### config.mk
export PLATFORM = sky130hd
export DESIGN_NAME = spi_frame_sequencer_flat
export DESIGN_NICKNAME = d
export VERILOG_FILES = /design/src/rtl/spi_frame_sequencer_if.sv /design/src/rtl/spi_frame_sequencer.sv /design/src/flat_wrapper.sv
export SDC_FILE = /design/constraint.sdc
export NUM_CORES = 1
export LEC_CHECK = 0
export BUFFER_PORTS_ARGS = -buffer_cell sky130_fd_sc_hd__buf_2
export CELL_PAD_IN_SITES_DETAIL_PLACEMENT = 1
export CELL_PAD_IN_SITES_GLOBAL_PLACEMENT = 1
export CORE_ASPECT_RATIO = 0.75
export CORE_MARGIN = 4
export CORE_UTILIZATION = 30
export CTS_BUF_LIST = sky130_fd_sc_hd__clkbuf_4 sky130_fd_sc_hd__clkbuf_8
export DETAILED_ROUTE_END_ITERATION = 16
export GPL_ROUTABILITY_DRIVEN = 0
export GPL_TIMING_DRIVEN = 0
export PLACE_DENSITY_LB_ADDON = 0.1
export RECOVER_POWER = 50
export SYNTH_ARGS = -nofsm -noshare
export SYNTH_HDL_FRONTEND = slang
export SYNTH_SLANG_ARGS = --single-unit
### constraint.sdc
create_clock -name clk -period 2 [get_ports clk]
set_input_delay 0.6 -clock clk [delete_from_list [all_inputs] [get_ports clk]]
set_output_delay 0.6 -clock clk [all_outputs]
set_load 0.005 [all_outputs]
### src/rtl/spi_frame_sequencer_if.sv
// Bundle of requester-side and spi_master-side signals around the frame sequencer.
// The sequencer connects through the slave modport. The requester and the byte engine connect through master.
interface spi_frame_sequencer_if #(
    parameter int unsigned LEN_W = 4
);
    // Requester side
    logic             frm_req;
    logic [LEN_W-1:0] frm_len;
    logic             frm_abort;
    logic             frm_busy;
    logic             frm_done;
    logic [7:0]       tx_byte;
    logic             tx_valid;
    logic             tx_take;
    logic [7:0]       rx_byte;
    logic             rx_valid;

    // Single-byte spi_master side
    logic             spi_start;
    logic [7:0]       spi_tx_data;
    logic [7:0]       spi_rx_data;
    logic             spi_tx_ready;
    logic             spi_done;
    logic             ss_n;

    modport slave (
        input  frm_req, frm_len, frm_abort, tx_byte, tx_valid,
               spi_rx_data, spi_tx_ready, spi_done,
        output frm_busy, frm_done, tx_take, rx_byte, rx_valid,
               spi_start, spi_tx_data, ss_n
    );

    modport master (
        output frm_req, frm_len, frm_abort, tx_byte, tx_valid,
               spi_rx_data, spi_tx_ready, spi_done,
        input  frm_busy, frm_done, tx_take, rx_byte, rx_valid,
               spi_start, spi_tx_data, ss_n
    );
endinterface

### src/rtl/spi_frame_sequencer.sv
// Whole-frame chip-select controller in front of a single-byte spi_master.
// It enforces the CS setup, hold and inter-frame gap, and streams bytes one at a time.
module spi_frame_sequencer #(
    parameter int unsigned LEN_W    = 4,
    parameter int unsigned CS_SETUP = 4,
    parameter int unsigned CS_HOLD  = 4,
    parameter int unsigned IDLE_GAP = 2
) (
    input  logic                  clk,
    input  logic                  reset,
    spi_frame_sequencer_if.slave  bus
);
    localparam int unsigned CNT_MAX = (CS_SETUP > CS_HOLD)
                                      ? ((CS_SETUP > IDLE_GAP) ? CS_SETUP : IDLE_GAP)
                                      : ((CS_HOLD  > IDLE_GAP) ? CS_HOLD  : IDLE_GAP);
    localparam int unsigned CNT_W   = $clog2(CNT_MAX + 1);

    typedef enum logic [2:0] {
        ST_IDLE,
        ST_SETUP,
        ST_FETCH,
        ST_WAIT,
        ST_HOLD,
        ST_GAP
    } state_e;

    state_e           state_q, state_d;
    logic [CNT_W-1:0] cnt_q, cnt_d;
    logic [LEN_W-1:0] rem_q, rem_d;
    logic             ss_n_q, ss_n_d;
    logic             busy_q, busy_d;
    logic             done_q, done_d;
    logic             take_q, take_d;
    logic             rxv_q, rxv_d;
    logic             start_q, start_d;
    logic [7:0]       tx_data_q, tx_data_d;
    logic [7:0]       rx_byte_q, rx_byte_d;

    logic             fetch_now;
    logic             launch_ok;

    // The last SETUP cycle acts as a fetch cycle. This makes the first spi_start land exactly CS_SETUP cycles after ss_n falls.
    assign fetch_now = (state_q == ST_FETCH) ||
                       ((state_q == ST_SETUP) && (cnt_q == CNT_W'(1)));
    assign launch_ok = bus.tx_valid & bus.spi_tx_ready & ~bus.frm_abort;

    always_comb begin
        // NOTE: every signal gets a default before the case so no path leaves one unassigned (no latches).
        state_d   = state_q;
        cnt_d     = cnt_q;
        rem_d     = rem_q;
        ss_n_d    = ss_n_q;
        busy_d    = busy_q;
        done_d    = 1'b0;
        take_d    = 1'b0;
        rxv_d     = 1'b0;
        start_d   = 1'b0;
        tx_data_d = tx_data_q;
        rx_byte_d = rx_byte_q;

        unique case (state_q)
            ST_IDLE: begin
                if (bus.frm_req && (bus.frm_len != '0)) begin
                    rem_d   = bus.frm_len;
                    cnt_d   = CNT_W'(CS_SETUP);
                    ss_n_d  = 1'b0;
                    busy_d  = 1'b1;
                    state_d = ST_SETUP;
                end
            end
            ST_SETUP: cnt_d = cnt_q - 1'b1;
            ST_FETCH: ;
            ST_WAIT: begin
                if (bus.spi_done) begin
                    rx_byte_d = bus.spi_rx_data;
                    rxv_d     = 1'b1;
                    rem_d     = rem_q - 1'b1;
                    if ((rem_q == LEN_W'(1)) || bus.frm_abort) begin
                        cnt_d   = CNT_W'(CS_HOLD);
                        state_d = ST_HOLD;
                    end else begin
                        state_d = ST_FETCH;
                    end
                end
            end
            ST_HOLD: begin
                cnt_d = cnt_q - 1'b1;
                if (cnt_q == CNT_W'(1)) begin
                    ss_n_d  = 1'b1;
                    done_d  = 1'b1;
                    cnt_d   = CNT_W'(IDLE_GAP);
                    state_d = ST_GAP;
                end
            end
            ST_GAP: begin
                cnt_d = cnt_q - 1'b1;
                if (cnt_q == CNT_W'(1)) begin
                    busy_d  = 1'b0;
                    state_d = ST_IDLE;
                end
            end
            default: state_d = ST_IDLE;
        endcase

        if (fetch_now) begin
            if (bus.frm_abort) begin
                cnt_d   = CNT_W'(CS_HOLD);
                state_d = ST_HOLD;
            end else if (launch_ok) begin
                take_d    = 1'b1;
                start_d   = 1'b1;
                tx_data_d = bus.tx_byte;
                state_d   = ST_WAIT;
            end else begin
                state_d = ST_FETCH;
            end
        end
    end

    always_ff @(posedge clk or posedge reset) begin
        if (reset) begin
            state_q   <= ST_IDLE;
            cnt_q     <= '0;
            rem_q     <= '0;
            ss_n_q    <= 1'b1;
            busy_q    <= 1'b0;
            done_q    <= 1'b0;
            take_q    <= 1'b0;
            rxv_q     <= 1'b0;
            start_q   <= 1'b0;
            tx_data_q <= 8'h00;
            rx_byte_q <= 8'h00;
        end else begin
            // NOTE: sequential state uses non-blocking assignments so all registers update together at the edge.
            state_q   <= state_d;
            cnt_q     <= cnt_d;
            rem_q     <= rem_d;
            ss_n_q    <= ss_n_d;
            busy_q    <= busy_d;
            done_q    <= done_d;
            take_q    <= take_d;
            rxv_q     <= rxv_d;
            start_q   <= start_d;
            tx_data_q <= tx_data_d;
            rx_byte_q <= rx_byte_d;
        end
    end

    assign bus.ss_n        = ss_n_q;
    assign bus.frm_busy    = busy_q;
    assign bus.frm_done    = done_q;
    assign bus.tx_take     = take_q;
    assign bus.rx_valid    = rxv_q;
    assign bus.spi_start   = start_q;
    assign bus.spi_tx_data = tx_data_q;
    assign bus.rx_byte     = rx_byte_q;
endmodule

### src/flat_wrapper.sv
// flat-port wrapper written by rule: the top's interface ports become plain ports
module spi_frame_sequencer_flat 
#(
    parameter int unsigned LEN_W    = 4,
    parameter int unsigned CS_SETUP = 4,
    parameter int unsigned CS_HOLD  = 4,
    parameter int unsigned IDLE_GAP = 2
)
  (clk, reset, bus_frm_req, bus_frm_len, bus_frm_abort, bus_tx_byte, bus_tx_valid, bus_spi_rx_data, bus_spi_tx_ready, bus_spi_done, bus_frm_busy, bus_frm_done, bus_tx_take, bus_rx_byte, bus_rx_valid, bus_spi_start, bus_spi_tx_data, bus_ss_n);
  spi_frame_sequencer_if #(.LEN_W(LEN_W)) bus_i ();
  input  logic clk;
  input  logic reset;
  input wire logic [$bits(bus_i.frm_req)-1:0] bus_frm_req;
  input wire logic [$bits(bus_i.frm_len)-1:0] bus_frm_len;
  input wire logic [$bits(bus_i.frm_abort)-1:0] bus_frm_abort;
  input wire logic [$bits(bus_i.tx_byte)-1:0] bus_tx_byte;
  input wire logic [$bits(bus_i.tx_valid)-1:0] bus_tx_valid;
  input wire logic [$bits(bus_i.spi_rx_data)-1:0] bus_spi_rx_data;
  input wire logic [$bits(bus_i.spi_tx_ready)-1:0] bus_spi_tx_ready;
  input wire logic [$bits(bus_i.spi_done)-1:0] bus_spi_done;
  output wire logic [$bits(bus_i.frm_busy)-1:0] bus_frm_busy;
  output wire logic [$bits(bus_i.frm_done)-1:0] bus_frm_done;
  output wire logic [$bits(bus_i.tx_take)-1:0] bus_tx_take;
  output wire logic [$bits(bus_i.rx_byte)-1:0] bus_rx_byte;
  output wire logic [$bits(bus_i.rx_valid)-1:0] bus_rx_valid;
  output wire logic [$bits(bus_i.spi_start)-1:0] bus_spi_start;
  output wire logic [$bits(bus_i.spi_tx_data)-1:0] bus_spi_tx_data;
  output wire logic [$bits(bus_i.ss_n)-1:0] bus_ss_n;
  assign bus_i.frm_req = bus_frm_req;
  assign bus_i.frm_len = bus_frm_len;
  assign bus_i.frm_abort = bus_frm_abort;
  assign bus_i.tx_byte = bus_tx_byte;
  assign bus_i.tx_valid = bus_tx_valid;
  assign bus_i.spi_rx_data = bus_spi_rx_data;
  assign bus_i.spi_tx_ready = bus_spi_tx_ready;
  assign bus_i.spi_done = bus_spi_done;
  assign bus_frm_busy = bus_i.frm_busy;
  assign bus_frm_done = bus_i.frm_done;
  assign bus_tx_take = bus_i.tx_take;
  assign bus_rx_byte = bus_i.rx_byte;
  assign bus_rx_valid = bus_i.rx_valid;
  assign bus_spi_start = bus_i.spi_start;
  assign bus_spi_tx_data = bus_i.spi_tx_data;
  assign bus_ss_n = bus_i.ss_n;
  spi_frame_sequencer #(.LEN_W(LEN_W), .CS_SETUP(CS_SETUP), .CS_HOLD(CS_HOLD), .IDLE_GAP(IDLE_GAP)) u_core (.clk(clk), .reset(reset), .bus(bus_i));
endmodule
## Word-level counts from Yosys, hierarchy flattened

Index checks and enable logic that the tools add are counted.

| storage, ports and cells | value |
|---|---|
| output and inout port bits | 22 |
| register bits after elaboration | 31 |
| input port bits | 27 |

| operators by class | value |
|---|---|
| $add $sub $neg | 2 |
| mux-type cells | 32 |
| bitwise logic cells | 3 |
| reductions and logical operators | 17 |
| equal/unequal tests | 16 |

Operators with widths:

| cell | count |
|---|---|
| $mux W3 | 13 |
| $pmux W3 S5 | 1 |
| $mux W1 | 12 |
| $pmux W3 S4 | 1 |
| $reduce_and A3 Y1 | 4 |
| $ne A3 B1 Y1 const B | 3 |
| $mux W4 | 2 |
| $ne A2 B1 Y1 const B | 4 |
| $pmux W4 S2 | 1 |
| $eq A3 B1 Y1 const B | 2 |
| $eq A3 B2 Y1 const B | 2 |
| $eq A3 B3 Y1 const B | 2 |
| $reduce_bool A2 Y1 | 3 |
| $reduce_and A5 Y1 | 1 |
| $eq A4 B1 Y1 const B | 1 |
| $pmux W1 S2 | 2 |
| $reduce_bool A4 Y1 | 1 |
| $reduce_or A2 Y1 | 2 |
| $sub A4 B1 Y4 const B | 1 |
| $logic_not A3 Y1 | 1 |
| $ne A3 B2 Y1 const B | 1 |
| $sub A3 B1 Y3 const B | 1 |
| $and A1 B1 Y1 | 2 |
| $logic_and A1 B1 Y1 | 2 |
| other kinds (4) | 5 |

## Longest topological paths before layout

| logic depth | value |
|---|---|
| depth in word-level cells | 7 |
| mapped depth | 7 |
| mapped depth without buffers | 6 |

## Worst setup path before layout

No wires, ideal clock.

| timing | value |
|---|---|
| path kind | register to register |
| from | register u_core.cnt_q[1] |
| to | register u_core.tx_data_q[0] (netlist: u_core.bus.spi_tx_data[0]) |
| arrival | 1.825 ns |
| cell stages (with the launch flop) | 8 |
| setup time | 0.125 ns |
| path slack | 0.050 ns |
| required time | 1.875 ns |
| buffers on the path | 1 |
| cells stage by stage | dfrtp_1 -> inv_1 -> ha_1 -> nor3b_2 -> mux2i_2 -> or4_1 -> buf_6 -> mux2_4 |

| on the way | value |
|---|---|
| longest elaborated chain between the ends | 4 |

Ends and longest elaborated chain:

| what | line | source |
|---|---|---|
| from (decl) | spi_frame_sequencer.sv:28 | `logic [CNT_W-1:0] cnt_q, cnt_d;` |
| from (signal assigned) | spi_frame_sequencer.sv:136 | `cnt_q <= cnt_d;` |
| $eq A3 B1 Y1 | spi_frame_sequencer.sv:44 | `((state_q == ST_SETUP) && (cnt_q == CNT_W'(1)));` |
| $logic_and A1 B1 Y1 | spi_frame_sequencer.sv:44 |  |
| $logic_or A1 B1 Y1 | spi_frame_sequencer.sv:43 | `assign fetch_now = (state_q == ST_FETCH) \|\|` |
| $reduce_and A3 Y1 (no source line) | -- |  |
| to (signal assigned) | spi_frame_sequencer.sv:144 | `tx_data_q <= tx_data_d;` |
| to (decl) | spi_frame_sequencer.sv:36 | `logic [7:0] tx_data_q, tx_data_d;` |

No other way between the ends.
A chain may end at the register's enable or synchronous reset.

## Worst setup path after layout

Same ends and word-level chain as after synthesis.

==> impl_metrics.tcl <==
set metrics [dict create \
    final.setup_skew_ps 2.104 \
    critical_path_arrival_ps 2180 \
    dr.pass1.iters 4 \
    crit_path_cell_trace "inv_2, ha_4, nor3b_4, mux2i_4, or4_4, buf_6, mux2_4" \
    start_util_pct 32.11 \
    fmax_mhz 495.1 \
    synth-edff-count 0 \
    io_buffer_count 48 \
    fillers 603 \
    finalHoldViolations 0 \
    syn-cell-area_um2 1627 \
    path_class "reg -> reg" \
    synthTopCellsByCount "nand2_1, dfrtp_1, o21ai_0" \
    synth-async-reset-ratio_pct 100.0 \
    final_nets 251 \
    ys.flop_type "dfrtp_1" \
    hpwlAfterDp_um 3317 \
    fin_util_pct 42.44 \
    antenna_cells 0 \
    cts_buffer_depth 2 \
    synth_area_leader_cell "dfrtp_1" \
    ant_nets 0 \
    cp_slowest_cell "or4_4" \
    grt_pass1_vias 1457 \
    status "complete, but fails checks" \
    die-area_um2 6676 \
    hold_path_class "in -> async" \
    drtIter0Drc 86 \
    ys_warn_count 0 \
    critPathMaxStageDelay_ps 450 \
    worst_slack_ps -19.62 \
    holdWs_ps 236.9 \
    clock_sinks 31 \
    multi_input_area_um2 815.8 \
    core_um2 5065 \
    overflow 0 \
    io_pins 49 \
    drive_gt1_share_pct 38.18 \
    htreeDepth 2 \
    cts_made_buffers 5 \
    placedInstanceArea_um2 1957 \
    routed-via-count 1379 \
    seqCellArea_um2 778.2 \
    avgSynthCellArea_um2 10.29 \
    endpoint_kind "register" \
    synth_area_leaders "dfrtp_1, mux2_4, nand2_1" \
    yosysTopAreaCellShare_pct 46.15 \
    maxSlewViolCount 0 \
    rsz0062_at_grt "true" \
    peakVddDrop_uv 557.9 \
    critPathLaunchType "register" \
    synthCells 158 \
    fin_crit_sh_pct 101.0 \
    worst_slew_pin_slew_ps 1046 \
    grt_pass1_wl_um 7500 \
    critical_path_required_ps 2160 \
    drv_cap 0 \
    synth_cell_types 46 \
    cts_tree "built" \
    ff2ff_path_depth 7 \
    seq_area_frac_synth_pct 47.77 \
    setup_viol_count_final 7 \
    clk_pin_slew_ps 60 \
    cp_max_fo 5 \
    drc 0 \
    antenna_found_initial 0 \
    die_w_um 93.03 \
    wl_per_cell_um 15.75 \
    syn-num-nets 189 \
    synth_seq_cells 31 \
    stdcell_area_um2 2150 \
    p_leak_nw 1.088 \
    clockRootBuffer "clkbuf_8" \
    post-synth-top-count-cell "nand2_1" \
    power_density_nw_per_um2 1414 \
    timing.slew.headroom_pct 30.28 \
    finalWirelength_um 4600 \
    syn_to_final_growth_pct 32.15 \
    vias_per_cell 4.723 \
    violations "setup timing" \
    track_usage_pct 14.21 \
    fp-row-count 22 \
    timing.setup.tns_ps -96.64 \
    clk-insertion-delay-late_ps 270 \
    period_needed_ps 2020 \
    dieHeight_um 71.77 \
    grt_max_degree 32 \
]
[area by class of cell]
type / instances / area share [%]
inverters: 9 / 1.572
flip-flops and latches: 31 / 36.20
well taps: 72 / 4.191
clock buffers: 6 / 3.842
clock inverters: 1 / 0.2328
plain buffers: 8 / 2.095
multi-input cells: 110 / 37.95
repair buffers: 55 / 13.91
[cell usage in the layout, fill, tap and decap left out, drive strengths merged, types with 4 or more instances in the layout]
master and instances:
a21oi 5, buf 54, clkbuf 14, dfrtp 30
ha 4, inv 7, mux2 8, nand2 32
nand2b 6, nor2 7, o21ai 9
[per-stage QoR]
stage               power (mW)  setup slack, ps  cells
floorplan                1.983            49.54    158
global placement         2.397           -117.1    278
detailed placement       2.448           -123.4    278
CTS                      3.034            3.060    288
global route             3.294           -86.03    292
finish                   3.040           -19.62    292
[sequential cells by signal, indices dropped and copies added (netlist names)]
register / count
u_core.rem_q: 4
u_core.cnt_q: 3
u_core.bus.tx_take: 1
u_core.bus.spi_tx_data: 8
u_core.state_q: 3
u_core.bus.frm_done: 1
u_core.bus.frm_busy: 1
u_core.bus.rx_valid: 1
u_core.bus.ss_n: 1
u_core.bus.rx_byte: 8
[power by group]
| group | total (mW) | leakage, nW | switching [mW] | internal [mW] |
|---|---|---|---|---|
| Combinational | 1.44 | 0.648 | 0.737 | 0.707 |
| Clock | 0.495 | 0.0470 | 0.225 | 0.270 |
| Sequential | 1.10 | 0.393 | 0.207 | 0.894 |
[worst paths after layout]
kind | endpoint | slack [ps] | from
max in group asynchronous | u_core.cnt_q[0] | 360 | reset
min in group clk | u_core.bus.rx_byte[6] | 480 | u_core.bus.rx_byte[6]
worst max-delay path | u_core.bus.spi_tx_data[0] | -20 | u_core.cnt_q[1]
worst max register to register | u_core.bus.spi_tx_data[0] | -20 | u_core.cnt_q[1]
worst min-delay path | u_core.bus.spi_tx_data[1] | 240 | reset
worst min register to register | u_core.bus.rx_byte[6] | 480 | u_core.bus.rx_byte[6]
[kinds of logic after synthesis]
kind of cell    after synthesis  synth area share, %
compound gates               35                17.16
xor+xnor                      1               0.5386
fa+ha+maj                     4                3.077
buf+inv                      17                4.769
flops                        31                47.77
mux                          10                8.846
simple gates                 60                17.85
[worst max-delay path, delay by kind of cell (launching register included)]
kind	cells	cell delay, ps
adders and majority gates	1	160
muxes	2	400
DFF	1	390
and+or+nand+nor	2	700
buffers and inverters	2	250
[repair_timing]
action / 4_1_cts / 5_1_grt
gates cloned: 1 / 0
buffers inserted: 2 / 3
endpoints found under the setup margin: 10 / 19
hold buffers: 0 / 0
pin swaps: 2 / 0
resized for setup: 8 / 8
[layer usage]
metal  global-route usage (%)  part of all wire, %
met5                        0                    0
met4                    3.415                 0.41
met3                    4.092                  4.9
met2                    21.79                   48
met1                    19.83                   47
(Power assumes the default switching activity.)
